### src/rtl/fetch_stage.sv
// Instruction fetch stage: issues one request at a time to instruction memory and
// hands the fetched word to decode over a valid/ready pair; flush drops in-flight work.
module fetch_stage #(
    parameter int AW = 32,
    parameter int DW = 32
) (
    input  logic          clock,
    input  logic          reset,
    input  logic [AW-1:0] pc_in,
    output logic          pc_adv,
    output logic          imem_req,
    output logic [AW-1:0] imem_addr,
    input  logic          imem_ack,
    input  logic [DW-1:0] imem_rdata,
    input  logic          flush,
    output logic          if_valid,
    input  logic          if_ready,
    output logic [AW-1:0] if_pc,
    output logic [DW-1:0] if_instr,
    output logic [31:0]   fetch_cnt,
    output logic [1:0]    state_dbg
);

    typedef enum logic [1:0] {
        IDLE  = 2'd0,
        WAIT  = 2'd1,
        HOLD  = 2'd2,
        DRAIN = 2'd3
    } state_t;

    state_t          state_q, state_d;
    logic            imem_req_q, imem_req_d;
    logic [AW-1:0]   imem_addr_q, imem_addr_d;
    logic            if_valid_q, if_valid_d;
    logic [AW-1:0]   if_pc_q, if_pc_d;
    logic [DW-1:0]   if_instr_q, if_instr_d;
    logic [31:0]     fetch_cnt_q, fetch_cnt_d;

    // Decode handshake: an instruction transfers on a cycle with if_valid=1 and
    // if_ready=1; while if_valid=1 and if_ready=0 the if_* outputs hold still.
    always_comb begin
        state_d     = state_q;
        imem_req_d  = imem_req_q;
        imem_addr_d = imem_addr_q;
        if_valid_d  = if_valid_q;
        if_pc_d     = if_pc_q;
        if_instr_d  = if_instr_q;
        fetch_cnt_d = fetch_cnt_q;
        pc_adv      = 1'b0;

        unique case (state_q)
            IDLE: begin
                if (flush) begin
                    if_valid_d = 1'b0;
                end else begin
                    imem_addr_d = pc_in;
                    imem_req_d  = 1'b1;
                    state_d     = WAIT;
                end
            end
            WAIT: begin
                if (imem_ack) begin
                    imem_req_d = 1'b0;
                    if (flush) begin
                        state_d = IDLE;
                    end else begin
                        // Reset wins over a same-cycle response, so the PC is not told to move.
                        pc_adv     = reset;
                        if_instr_d = imem_rdata;
                        if_pc_d    = imem_addr_q;
                        if_valid_d = 1'b1;
                        state_d    = HOLD;
                    end
                end else if (flush) begin
                    state_d = DRAIN;
                end
            end
            HOLD: begin
                if (flush) begin
                    if_valid_d = 1'b0;
                    state_d    = IDLE;
                end else if (if_ready) begin
                    if_valid_d  = 1'b0;
                    fetch_cnt_d = fetch_cnt_q + 32'd1;
                    imem_addr_d = pc_in;
                    imem_req_d  = 1'b1;
                    state_d     = WAIT;
                end
            end
            DRAIN: begin
                // The memory still owes a response; keep requesting until it arrives, then drop it.
                if (imem_ack) begin
                    imem_req_d = 1'b0;
                    state_d    = IDLE;
                end
            end
            default: begin
                state_d = IDLE;
            end
        endcase
    end

    always_ff @(posedge clock) begin
        if (!reset) begin
            state_q     <= IDLE;
            imem_req_q  <= 1'b0;
            imem_addr_q <= '0;
            if_valid_q  <= 1'b0;
            if_pc_q     <= '0;
            if_instr_q  <= '0;
            fetch_cnt_q <= '0;
        end else begin
            state_q     <= state_d;
            imem_req_q  <= imem_req_d;
            imem_addr_q <= imem_addr_d;
            if_valid_q  <= if_valid_d;
            if_pc_q     <= if_pc_d;
            if_instr_q  <= if_instr_d;
            fetch_cnt_q <= fetch_cnt_d;
        end
    end

    assign imem_req  = imem_req_q;
    assign imem_addr = imem_addr_q;
    assign if_valid  = if_valid_q;
    assign if_pc     = if_pc_q;
    assign if_instr  = if_instr_q;
    assign fetch_cnt = fetch_cnt_q;
    assign state_dbg = state_q;

endmodule
### config.mk
export PLATFORM = sky130hd
export DESIGN_NAME = fetch_stage
export DESIGN_NICKNAME = d
export VERILOG_FILES = /design/src/rtl/fetch_stage.sv
export SDC_FILE = /design/constraint.sdc
export NUM_CORES = 1
export LEC_CHECK = 0
export BUFFER_PORTS_ARGS = -buffer_cell sky130_fd_sc_hd__buf_2
export CELL_PAD_IN_SITES_DETAIL_PLACEMENT = 1
export CELL_PAD_IN_SITES_GLOBAL_PLACEMENT = 2
export CORE_ASPECT_RATIO = 1.4
export CORE_MARGIN = 2
export CORE_UTILIZATION = 23
export CTS_CLUSTER_DIAMETER = 40
export CTS_CLUSTER_SIZE = 25
export DETAILED_ROUTE_END_ITERATION = 10
export GPL_ROUTABILITY_DRIVEN = 0
export PLACE_DENSITY = 0.71
export SLEW_MARGIN = 25
export SYNTH_ARGS = -nofsm -noshare
export SYNTH_HDL_FRONTEND = slang
export SYNTH_SLANG_ARGS = --single-unit
### constraint.sdc
create_clock -name clock -period 1.84 [get_ports clock]
set_input_delay 0.368 -clock clock [delete_from_list [all_inputs] [get_ports clock]]
set_output_delay 0.368 -clock clock [all_outputs]
set_load 0.02 [all_outputs]
# Word level (Yosys, flattened, before mapping)
# Index checks and enable logic that the tools add are counted.
totals:
  register_bits: 132
  output_inout_bits: 133
  wordCells: 57
op_classes:
  n_addsub: 1
  eq_ne: 13
  muxes: 25
  n_bitwise: 1
  reduce_logical: 10
op_table:
  columns: ["cell", "count"]
  rows:
  - ["32-bit two-way mux", 3]
  - ["32-bit case mux with 2 select lines", 1]
  - ["32-bit by 1-bit adder with 32-bit output (second input constant)", 1]
  - ["2-bit two-way mux", 7]
  - ["2-bit inequality test (second input constant)", 7]
  - ["4-bit AND reduction", 3]
  - ["1-bit two-way mux", 11]
  - ["2-bit case mux with 4 select lines", 1]
  - ["3-bit inequality test (second input constant)", 2]
  - ["1-bit case mux with 3 select lines", 2]
  - ["3-bit AND reduction", 2]
  - ["5-bit AND reduction", 1]
  - ["2-bit == test (second input constant)", 2]
  - ["3-bit nonzero test", 1]
  - ["2-bit by 1-bit == test with 1-bit output (second input constant)", 1]
  - ["2-bit zero test", 1]
  - ["2-bit by 1-bit inequality test with 1-bit output (second input constant)", 1]
  - ["2-bit nonzero test", 1]
  - ["2-bit OR reduction", 1]
  - ["1-bit inverter", 1]

# Depth between registers and ports, before layout
# Gate-level depths: netlist (run 1).
logic_depth:
  word_depth: 4
  depth_mapped: 7
  depth_no_buf: 5

# Worst setup path after synthesis (run 1)
# No wires, ideal clock.
synth_path:
  kind: "register -> register"
  from: "reg state_q[1] (netlist: state_dbg[1])"
  to: "reg fetch_cnt_q[27] (netlist: fetch_cnt[27])"
  arrival_ns: 1.993
  path_slack_ns: -0.223
  stages_incl_launch_ff: 7
  n_path_buf: 2
  cell_sequence: "dfxtp_1 buf_2 nand4bb_4 or4_1 buf_2 or4_1 a21oi_1"
synth_via:
  elab_chain_cells: 2
synth_lines:
  columns: ["element", "line", "source"]
  rows:
  - ["start, declared", "31", "state_t state_q, state_d;"]
  - ["start signal, assigned", "113", "state_q <= state_d;"]
  - ["2-bit == test", "51", "unique case (state_q)"]
  - ["3-bit AND reduction (no source line)", null, null]
  - ["end signal, assigned", "119", "fetch_cnt_q <= fetch_cnt_d;"]
  - ["end, declared", "37", "logic [31:0] fetch_cnt_q, fetch_cnt_d;"]
# Every way passes these cells.
# A chain may end at the register's enable or synchronous reset.

# Final worst setup path (run 1)
layout_path:
  from: "reg state_q[0] (netlist: state_dbg[0])"
  to: "out pc_adv"
layout_via:
  elab_chain_cells: 2
layout_lines:
  columns: ["element", "line", "source"]
  rows:
  - ["2-bit by 1-bit == test with 1-bit output", "51", null]
  - ["1-bit two-way mux", "51", null]
  - ["end, declared", "10", "output logic pc_adv,"]
# Every way passes these cells.

==> results of run 1 <==
[what timing repair did]
| action | CTS | global route |
|---|---|---|
| setup endpoints to repair | 2 | 16 |
| pin swaps | 3 | 3 |
| resized for setup | 12 | 11 |
| buffers inserted | 7 | 2 |
| cloned | 0 | 2 |
[final cells by class]
| cell class | count | share of cell area [%] |
|---|---|---|
| Clock buffer | 18 | 5.96 |
| Clock inverter | 13 | 3.00 |
| Inverter | 7 | 0.390 |
| Multi-Input combinational cell | 445 | 30.6 |
| Sequential cell | 132 | 35.9 |
| Tap cell | 260 | 4.41 |
| Timing Repair Buffer | 248 | 19.7 |
[worst max-delay path: stages (launching register included)]
cell	delay, ns
dfxtp_2	0.35
buf_6	0.11
nand2_4	0.04
or3_4	0.35
nor2_4	0.09
buf_6	0.12
[worst max path at each step]
stage	start	endpoint	slack, ns	cells past startpoint
floorplan	state_dbg[1]	fetch_cnt[21]	-0.04	7
global placement	flush	fetch_cnt[25]	-0.12	5
detailed placement	flush	fetch_cnt[28]	-0.16	8
CTS	state_dbg[0]	pc_adv	-0.07	5
global route	state_dbg[1]	pc_adv	-0.08	4
finish	state_dbg[0]	pc_adv	-0.01	5
[flip-flops by register name, summed over array words and instances, names as in the netlist]
signal / cells
fetch_cnt: 32
if_instr: 32
if_pc: 32
if_valid: 1
imem_addr: 32
imem_req: 1
state_dbg: 2
[synthesized netlist by cell type, drive strengths merged, types with 7 or more instances]
cell	n
or3	10
nand4	9
dfxtp	132
nor2	11
o31ai	11
nand3	10
nand2	207
buf	7
inv	7
clkbuf	35
o21ai	13
or4	12
a21oi	121
[logic make-up (layout without fill, tap and decap cells)]
group | after synthesis | count (layout) | synth area share [%]
AO/OA/AOI/OAI | 149 | 149 | 15.7
XOR/XNOR | 8 | 8 | 1.40
adder cells (fa/ha/maj) | 1 | 1 | 0.251
buffers and inverters | 49 | 286 | 3.94
flip-flops | 132 | 132 | 52.9
multiplexers | 2 | 2 | 0.401
AND/OR/NAND/NOR | 283 | 285 | 25.3
[stage by stage]
stage / total power [mW] / setup WS (ns) / TNS [ns]
after detailed placement: 3.57 / -0.162 / -2.11
final: 7.36 / -0.0131 / -0.0131
after global routing: 7.66 / -0.0831 / -0.306
after global placement: 3.57 / -0.125 / -1.52
after floorplan: 3.31 / -0.0383 / -0.120
after CTS: 7.49 / -0.0651 / -0.0993
[where the power goes]
group	internal, mW	leakage [nW]	switching (mW)	total [mW]
Sequential	2.93	1.07	0.0453	2.97
Combinational	0.202	1.79	0.339	0.540
Clock	2.47	0.320	1.38	3.85
Total	5.60	3.18	1.76	7.36
[routing by layer]
metal | GRT usage [%] | vias to the layer above | share of wire [%]
met4 | 6.30 | 0 | 2.0
met2 | 28.1 | 121 | 53
met5 | 0 | - | 0
met1 | 15.8 | 2446 | 40
met3 | 3.93 | 18 | 4.9
li1 | - | 2569 | -
==> flow_metrics.py, run 1 <==
metrics = {
    "routing": {
        "route.detailed.drc": 0,
        "detail_route.vias_per_cell": 4.59,
        "wirelength_um": 17600,
        "dr.pass1.iters": 4,
        "drtIter0Drc": 202,
        "wl_per_cell_um": 15.7,
        "ant_nets": 0,
        "vias": 5154,
    },
    "floorplan": {
        "die-height_um": 178,
        "rows": 63,
        "dieWidth_um": 129,
        "die-area_um2": 22900,
        "initial_utilization_pct": 23.5,
        "pin_count": 202,
        "core-area_um2": 21300,
    },
    "logic_synthesis": {
        "synth_top_cell_area_share_pct": 52.9,
        "synth-edff-count": 0,
        "syn_inst": 624,
        "ys_warn_count": 0,
        "ys.flop_type": "dfxtp_1",
        "syn_avg_cell_area_um2": 8.00,
        "syn_area_um2": 4990,
        "synth_area_leaders": "dfxtp_1, nand2_1, a21oi_1",
        "ys_ff_latch": 132,
        "yosysUniqueCellTypes": 33,
        "synth_area_leader_cell": "dfxtp_1",
        "seq_area_frac_synth_pct": 52.9,
        "async_flop_share_pct": 0,
        "synth.net_count": 694,
    },
    "sta": {
        "setup_slack_ns": -0.0131,
        "relSlewSlack_pct": 77.8,
        "fin_skew_ns": 0.00961,
        "slew_viol_final": 0,
        "fin_crit_sh_pct": 101,
        "whs_ns": 0.179,
        "max_freq_ghz": 0.540,
        "rsz0062_at_grt": "true",
        "hold_viol": 0,
        "fin_crit_ns": 1.85,
        "setup_viol": 1,
        "worstMarginPinSlew_ns": 0.333,
    },
    "run_status": {
        "outcome": "finished with violations",
        "violations": "setup timing",
    },
    "power": {
        "leakage_nw": 3.18,
        "power_density_nw_per_um2": 998,
        "peakVddDrop_v": 0.000539,
    },
    "global_routing": {
        "grt_first_pass_wirelength_um": 26900,
        "antenna_found_initial": 0,
        "overflow": 0,
        "grt_pass1_vias": 5186,
        "grt_use_total_pct": 15.0,
        "grt_max_degree": 67,
    },
    "min_path": {
        "min_to": "if_instr[10]",
        "hold_start": "imem_rdata[10]",
        "hold_depth": 3,
        "min_path_type": "input port to flip-flop",
    },
    "worst_setup_path": {
        "crit_path_start_kind": "flip-flop",
        "worstReg2RegStart": "state_dbg[1]",
        "worstSetupEndpointType": "primary output",
        "cp_max_fo": 3,
        "ff2ff_path_depth": 5,
        "r2r_slack_ns": 0.01,
        "worstSetupPathType": "flip-flop to primary output",
        "required_ns": 1.47,
        "crit_arrival_ns": 1.49,
        "reg2reg_to": "fetch_cnt[27]",
    },
    "cells_and_area": {
        "design_area_um2": 7370,
        "instances_no_fill": 1123,
        "regArea_um2": 2650,
        "insertedDiodeCount": 0,
        "drive_gt1_share_pct": 35.2,
        "multi_input_area_um2": 2260,
        "final_nets": 921,
        "final_common_cell": "nand2_1",
        "areaGrowthSynthToFinish_pct": 47.7,
        "final_cell_mix": "nand2_1, buf_2, dfxtp_1",
        "fillCellCount": 2595,
        "utilization_pct": 34.6,
    },
    "placed_design": {
        "port_buffers": 201,
        "detailed_place_hpwl_um": 11800,
        "placed_cells": 1081,
        "place_area_um2": 6550,
    },
    "flow_run": {
        "drv_cap": 0,
    },
    "clock_network": {
        "cts_hold_buf": 0,
        "clkLatencyLatePin_ns": 0.42,
        "cts_tree": "built",
        "cts_buffer_depth": 2,
        "cts_buffers": 17,
        "root_buffer": "clkbuf_16",
        "clkTransAtPathRegs_ns": 0.06,
        "cts_sinks": 132,
        "htreeDepth": 4,
    },
}
Power figures use the tool's default switching activity.
==> run 2, diff against run 1 <==
CORE_ASPECT_RATIO = 0.8   (was 1.4)
==> run 2 against run 1 <==
  * Clock power is 5.2% lower
  * Setup slack worse by 0.084 ns
  * Critical path depth is 2 higher
  * The run still ends with setup timing left
  * Clock skew is 0.0012 ns higher
  * Combinational power hardly changed
  * Non-clock buffer count is 10 higher
  * Sequential share of layout area is 0.25 points lower
  * Highest routed layer unchanged
  * Clock-buffer cell count is 1 higher
  * First-iteration DRC count is 1.5% lower
  * Wire length hardly changed
  * Via count is 1.2% lower
==> flow_metrics.py, run 2 (synthesized netlist as in run 1, its figures left out) <==
metrics = {
    "run_status": {
        "outcome": "finished with violations",
        "violations": "setup timing",
    },
    "floorplan": {
        "pin_count": 202,
        "initial_utilization_pct": 23.3,
        "core-area_um2": 21400,
        "rows": 48,
        "die-area_um2": 22900,
        "die-height_um": 136,
        "dieWidth_um": 169,
    },
    "sta": {
        "worstMarginPinSlew_ns": 0.541,
        "rsz0062_at_grt": "true",
        "fin_skew_ns": 0.0108,
        "tns_ns": -0.427,
        "fin_crit_ns": 1.94,
        "fin_crit_sh_pct": 105,
        "slew_viol_final": 0,
        "whs_ns": 0.189,
        "hold_viol": 0,
        "max_freq_ghz": 0.516,
        "setup_viol": 8,
        "relSlewSlack_pct": 64.0,
        "setup_slack_ns": -0.0976,
    },
    "worst_setup_path": {
        "worstSetupEndpointType": "flip-flop",
        "worstSetupPathType": "flip-flop to flip-flop",
        "slowest_stage": "or4_4",
        "cpPeakStageDelay_ns": 0.59,
        "ff2ff_path_depth": 7,
        "r2r_slack_ns": -0.1,
        "crit_chain": "buf_6 -> nand4bb_4 -> or4_4 -> buf_12 -> buf_6 -> or3_1 -> a21oi_1",
        "crit_arrival_ns": 2.29,
        "crit_top_cell": "buf_6",
        "required_ns": 2.19,
        "worstReg2RegStart": "state_dbg[1]",
        "crit_path_start_kind": "flip-flop",
        "reg2reg_to": "fetch_cnt[9]",
        "cp_max_fo": 4,
    },
    "routing": {
        "ant_nets": 0,
        "dr.pass1.iters": 4,
        "wirelength_um": 17600,
        "detail_route.vias_per_cell": 4.45,
        "vias": 5094,
        "route.detailed.drc": 0,
        "wl_per_cell_um": 15.4,
        "drtIter0Drc": 199,
    },
    "global_routing": {
        "grt_first_pass_wirelength_um": 27300,
        "overflow": 0,
        "antenna_found_initial": 0,
        "grt_pass1_vias": 5133,
        "grt_use_total_pct": 15.1,
        "grt_max_degree": 96,
    },
    "placed_design": {
        "placed_cells": 1103,
        "place_area_um2": 6580,
        "pre_cts_ws_ns": -0.210,
        "detailed_place_hpwl_um": 11700,
        "port_buffers": 201,
    },
    "flow_run": {
        "drv_cap": 0,
    },
    "min_path": {
        "hold_start": "pc_in[9]",
        "min_to": "imem_addr[9]",
        "hold_depth": 3,
        "min_path_type": "input port to flip-flop",
    },
    "cells_and_area": {
        "design_area_um2": 7420,
        "final_cell_mix": "nand2_1, buf_2, dfxtp_1",
        "areaGrowthSynthToFinish_pct": 48.7,
        "instances_no_fill": 1146,
        "drive_gt1_share_pct": 36.3,
        "insertedDiodeCount": 0,
        "final_nets": 929,
        "final_common_cell": "nand2_1",
        "utilization_pct": 34.6,
    },
    "clock_network": {
        "clkTransAtPathRegs_ns": 0.06,
        "htreeDepth": 4,
        "cts_tree": "built",
        "cts_buffer_depth": 2,
        "clkLatencyLatePin_ns": 0.42,
        "cts_sinks": 132,
        "cts_buffers": 17,
        "root_buffer": "clkbuf_16",
    },
    "power": {
        "peakVddDrop_v": 0.000453,
        "power_density_nw_per_um2": 967,
        "power_mw": 7.17,
        "leakage_nw": 3.21,
    },
}
[run 2: changes by cell type in the layout (fill, tap and decap cells not counted), moves of 3 or more]
cell / change
a21oi_2: +4
inv_6: -4
buf_4: +8
a21oi_1: -4
buf_6: +3
[run 2: layout make-up]
class                      count  area [um2]
fill                        2624       14000
sequential                   132        2650
multi-input combinational    443        2250
timing repair buffer         258        1510
clock buffer                  19         453
tap                          275         344
clock inverter                12         179
inverter                       7        28.8
[run 2: what timing repair did]
item	CTS	global route
pin swaps	3	6
cloned	0	0
buffers inserted	6	6
hold buffers	0	0
endpoints found under the setup margin	1	14
gates resized for setup	9	22
[run 2: worst max path at each step]
stage / startpoint / to / depth (start not counted)
floorplan: state_dbg[1] / fetch_cnt[21] / 7
global placement: flush / fetch_cnt[30] / 8
detailed placement: flush / fetch_cnt[28] / 8
CTS: state_dbg[0] / pc_adv / 5
global route: state_dbg[1] / fetch_cnt[29] / 6
finish: state_dbg[1] / fetch_cnt[9] / 7
[run 2: where the power goes]
part | switching, mW | internal (mW)
Clock | 1.31 | 2.34
Combinational | 0.342 | 0.201
Sequential | 0.0486 | 2.93
[run 2: metal layers]
metal	GRT usage [%]	wire length, um	vias up
met5	0	0	-
met3	3.77	790	15
li1	-	-	2576
met1	19.4	8490	2388
met2	25.0	8070	115
met4	4.98	254	0
[run 2: critical path, delay by kind of cell, from the launching register on]
kind,cells,cell delay (ns)
AO/OA/AOI/OAI,1,0.12
flip-flops,1,0.36
AND/OR/NAND/NOR,3,1.03
buffers and inverters,3,0.37
==> run 3, diff against run 2 <==
ABC_AREA = 1   (was unset)
PLACE_DENSITY = 0.72   (was 0.71)
==> run 3 against run 2 <==
  * The run now ends clean
  * Die area is 7.0% higher
  * Sequential power is 6.7% higher
  * Non-clock buffer count is 39 lower
  * Critical path depth is 3 lower
  * Via count is 9.0% higher
  * Largest power group unchanged
==> flow_metrics.py, run 3 <==
metrics = {
    "routing": {
        "ant_nets": 0,
        "wirelength_um": 19600,
        "route.detailed.drc": 0,
        "detail_route.vias_per_cell": 4.31,
        "vias": 5552,
        "drtIter0Drc": 207,
        "dr.pass1.iters": 4,
        "wl_per_cell_um": 15.2,
    },
    "placed_design": {
        "detailed_place_hpwl_um": 14300,
        "pre_cts_ws_ns": 0.179,
        "place_area_um2": 6760,
        "port_buffers": 201,
    },
    "worst_setup_path": {
        "crit_path_end": "pc_adv",
        "ff2ff_path_depth": 7,
        "reg2reg_to": "fetch_cnt[23]",
        "cp_max_fo": 8,
        "crit_path_start_kind": "flip-flop",
        "worstSetupEndpointType": "primary output",
        "crit_start": "state_dbg[1]",
        "worstSetupPathType": "flip-flop to primary output",
        "crit_arrival_ns": 1.31,
        "r2r_slack_ns": 0.22,
        "worstReg2RegStart": "fetch_cnt[0]",
        "required_ns": 1.47,
    },
    "sta": {
        "fin_crit_sh_pct": 91.0,
        "setup_viol": 0,
        "setup_slack_ns": 0.166,
        "max_freq_ghz": 0.597,
        "rsz0062_at_grt": "false",
        "worstMarginPinSlew_ns": 0.623,
        "tns_ns": 0,
        "fin_skew_ns": 0.0107,
        "relSlewSlack_pct": 58.4,
        "hold_viol": 0,
        "slew_viol_final": 0,
        "fin_crit_ns": 1.67,
    },
    "logic_synthesis": {
        "synth.net_count": 835,
        "ys.flop_type": "dfxtp_1",
        "synth.most_common_cell": "nor2_1",
        "ys_warn_count": 0,
        "synth-edff-count": 0,
        "synthTopCellsByCount": "nor2_1, dfxtp_1, o21ai_0",
        "ys_ff_latch": 132,
        "synth_area_leaders": "dfxtp_1, nor2_1, o21ai_0",
        "syn_inst": 765,
        "synth_top_cell_area_share_pct": 49.4,
        "syn_avg_cell_area_um2": 6.99,
        "seq_area_frac_synth_pct": 49.4,
        "syn_area_um2": 5350,
        "yosysUniqueCellTypes": 23,
        "synth_area_leader_cell": "dfxtp_1",
        "async_flop_share_pct": 0,
    },
    "power": {
        "internal_power_mw": 5.43,
        "clock_power_share_pct": 44.1,
        "peakVddDrop_v": 0.000586,
        "p_switching_mw": 2.19,
        "leakage_nw": 3.33,
        "p_sw_share_pct": 28.7,
        "pwr-share-comb_pct": 14.1,
        "seqPwrFrac_pct": 41.8,
        "power_density_nw_per_um2": 1040,
        "power_mw": 7.62,
    },
    "floorplan": {
        "die-height_um": 140,
        "initial_utilization_pct": 23.6,
        "pin_count": 202,
        "rows": 49,
        "dieWidth_um": 175,
        "core-area_um2": 22700,
        "die-area_um2": 24500,
    },
    "flow_run": {
        "drv_cap": 0,
    },
    "min_path": {
        "min_path_type": "input port to flip-flop",
    },
    "global_routing": {
        "grt_max_degree": 86,
        "antenna_found_initial": 3,
        "grt_use_total_pct": 16.3,
        "grt_pass1_vias": 5638,
        "grt_first_pass_wirelength_um": 31000,
        "overflow": 0,
    },
    "clock_network": {
        "cts_sinks": 132,
        "root_buffer": "clkbuf_16",
        "clkLatencyLatePin_ns": 0.42,
        "cts_buffer_depth": 2,
        "htreeDepth": 4,
        "cts_buffers": 17,
        "clkTransAtPathRegs_ns": 0.06,
        "cts_tree": "built",
    },
    "cells_and_area": {
        "areaGrowthSynthToFinish_pct": 37.6,
        "design_area_um2": 7360,
        "drive_gt1_share_pct": 27.6,
        "final_cell_mix": "nor2_1, buf_2, dfxtp_1",
        "utilization_pct": 32.4,
        "fillCellCount": 2897,
        "final_nets": 1039,
        "final_common_cell": "nor2_1",
    },
    "run_status": {
        "outcome": "finished, final reports clean",
    },
}
## run 3: cell count changes in the layout (fill, tap and decap cells not counted), moves of 28 or more
cell     change
nand2_1    -122
buf_4       -28
o21ai_0     +93
a21oi_1    -100
nor2_1     +258
inv_1       +46
## run 3: power groups by stage
stage	Combinational [mW]	Clock, mW	Sequential [mW]
floorplan	0.409	0	3.46
global placement	1.08	0	3.23
detailed placement	1.09	0	3.24
CTS	1.10	3.47	3.18
global route	1.20	3.62	3.21
finish	1.08	3.36	3.18
## run 3: layout make-up
cell class | count | area [um2] | share of cell area [%]
well taps | 306 | 383 | 5.20
inverters | 56 | 210 | 2.86
clock inverters | 12 | 131 | 1.79
multi-input cells | 543 | 2370 | 32.3
diodes | 1 | 2.50 | 0.0340
clock buffers | 19 | 443 | 6.02
flip-flops and latches | 132 | 2650 | 35.9
repair buffers | 219 | 1170 | 15.9
## run 3: worst min path at each step
stage | startpoint | to | cells after the start
5_1_grt | pc_in[14] | imem_addr[14] | 3
2_1_floorplan | pc_in[17] | imem_addr[17] | 2
3_3_place_gp | if_pc[8] | if_pc[8] | 2
6_report | pc_in[12] | imem_addr[12] | 3
3_5_place_dp | if_pc[21] | if_pc[21] | 2
4_1_cts | pc_in[7] | imem_addr[7] | 3
## run 3: per-stage QoR
| stage | instances | hold WS (ns) |
|---|---|---|
| floorplan | 765 | 0.503 |
| global route | 1288 | 0.159 |
| CTS | 1287 | 0.150 |
| detailed placement | 1256 | 0.466 |
| finish | 1288 | 0.172 |
| global placement | 1256 | 0.456 |
## run 3: kinds of logic after synthesis
| kind of cell | count (synthesis) | share of synthesized area, % |
|---|---|---|
| buffers and inverters | 90 | 6.71 |
| flip-flops | 132 | 49.4 |
| XOR/XNOR | 1 | 0.164 |
| AO/OA/AOI/OAI | 126 | 11.9 |
| adder cells (fa/ha/maj) | 1 | 0.234 |
| AND/OR/NAND/NOR | 415 | 31.6 |
## run 3: timing repair
item,in CTS,in global routing
gates resized for setup,3,5
pin swaps,1,0
setup endpoints to repair,1,3
setup buffers,0,0
cloned,0,0
hold buffers,0,0
## run 3: worst max-delay path, cell delays in order, from the launching register on
cell,delay (ns)
dfxtp_2,0.37
nor2_4,0.13
nand3_4,0.11
nor2_1,0.11
buf_4,0.16
## run 3: per-layer routing
| metal | vias up | global-route usage [%] | part of all wire [%] | wire, um |
|---|---|---|---|---|
| met3 | 33 | 5.65 | 6.2 | 1210 |
| met4 | 4 | 6.71 | 2.4 | 467 |
| met5 | - | 0 | 0.12 | 24 |
| met2 | 117 | 25.5 | 45 | 8730 |
| li1 | 2838 | - | - | - |
| met1 | 2560 | 20.6 | 47 | 9170 |
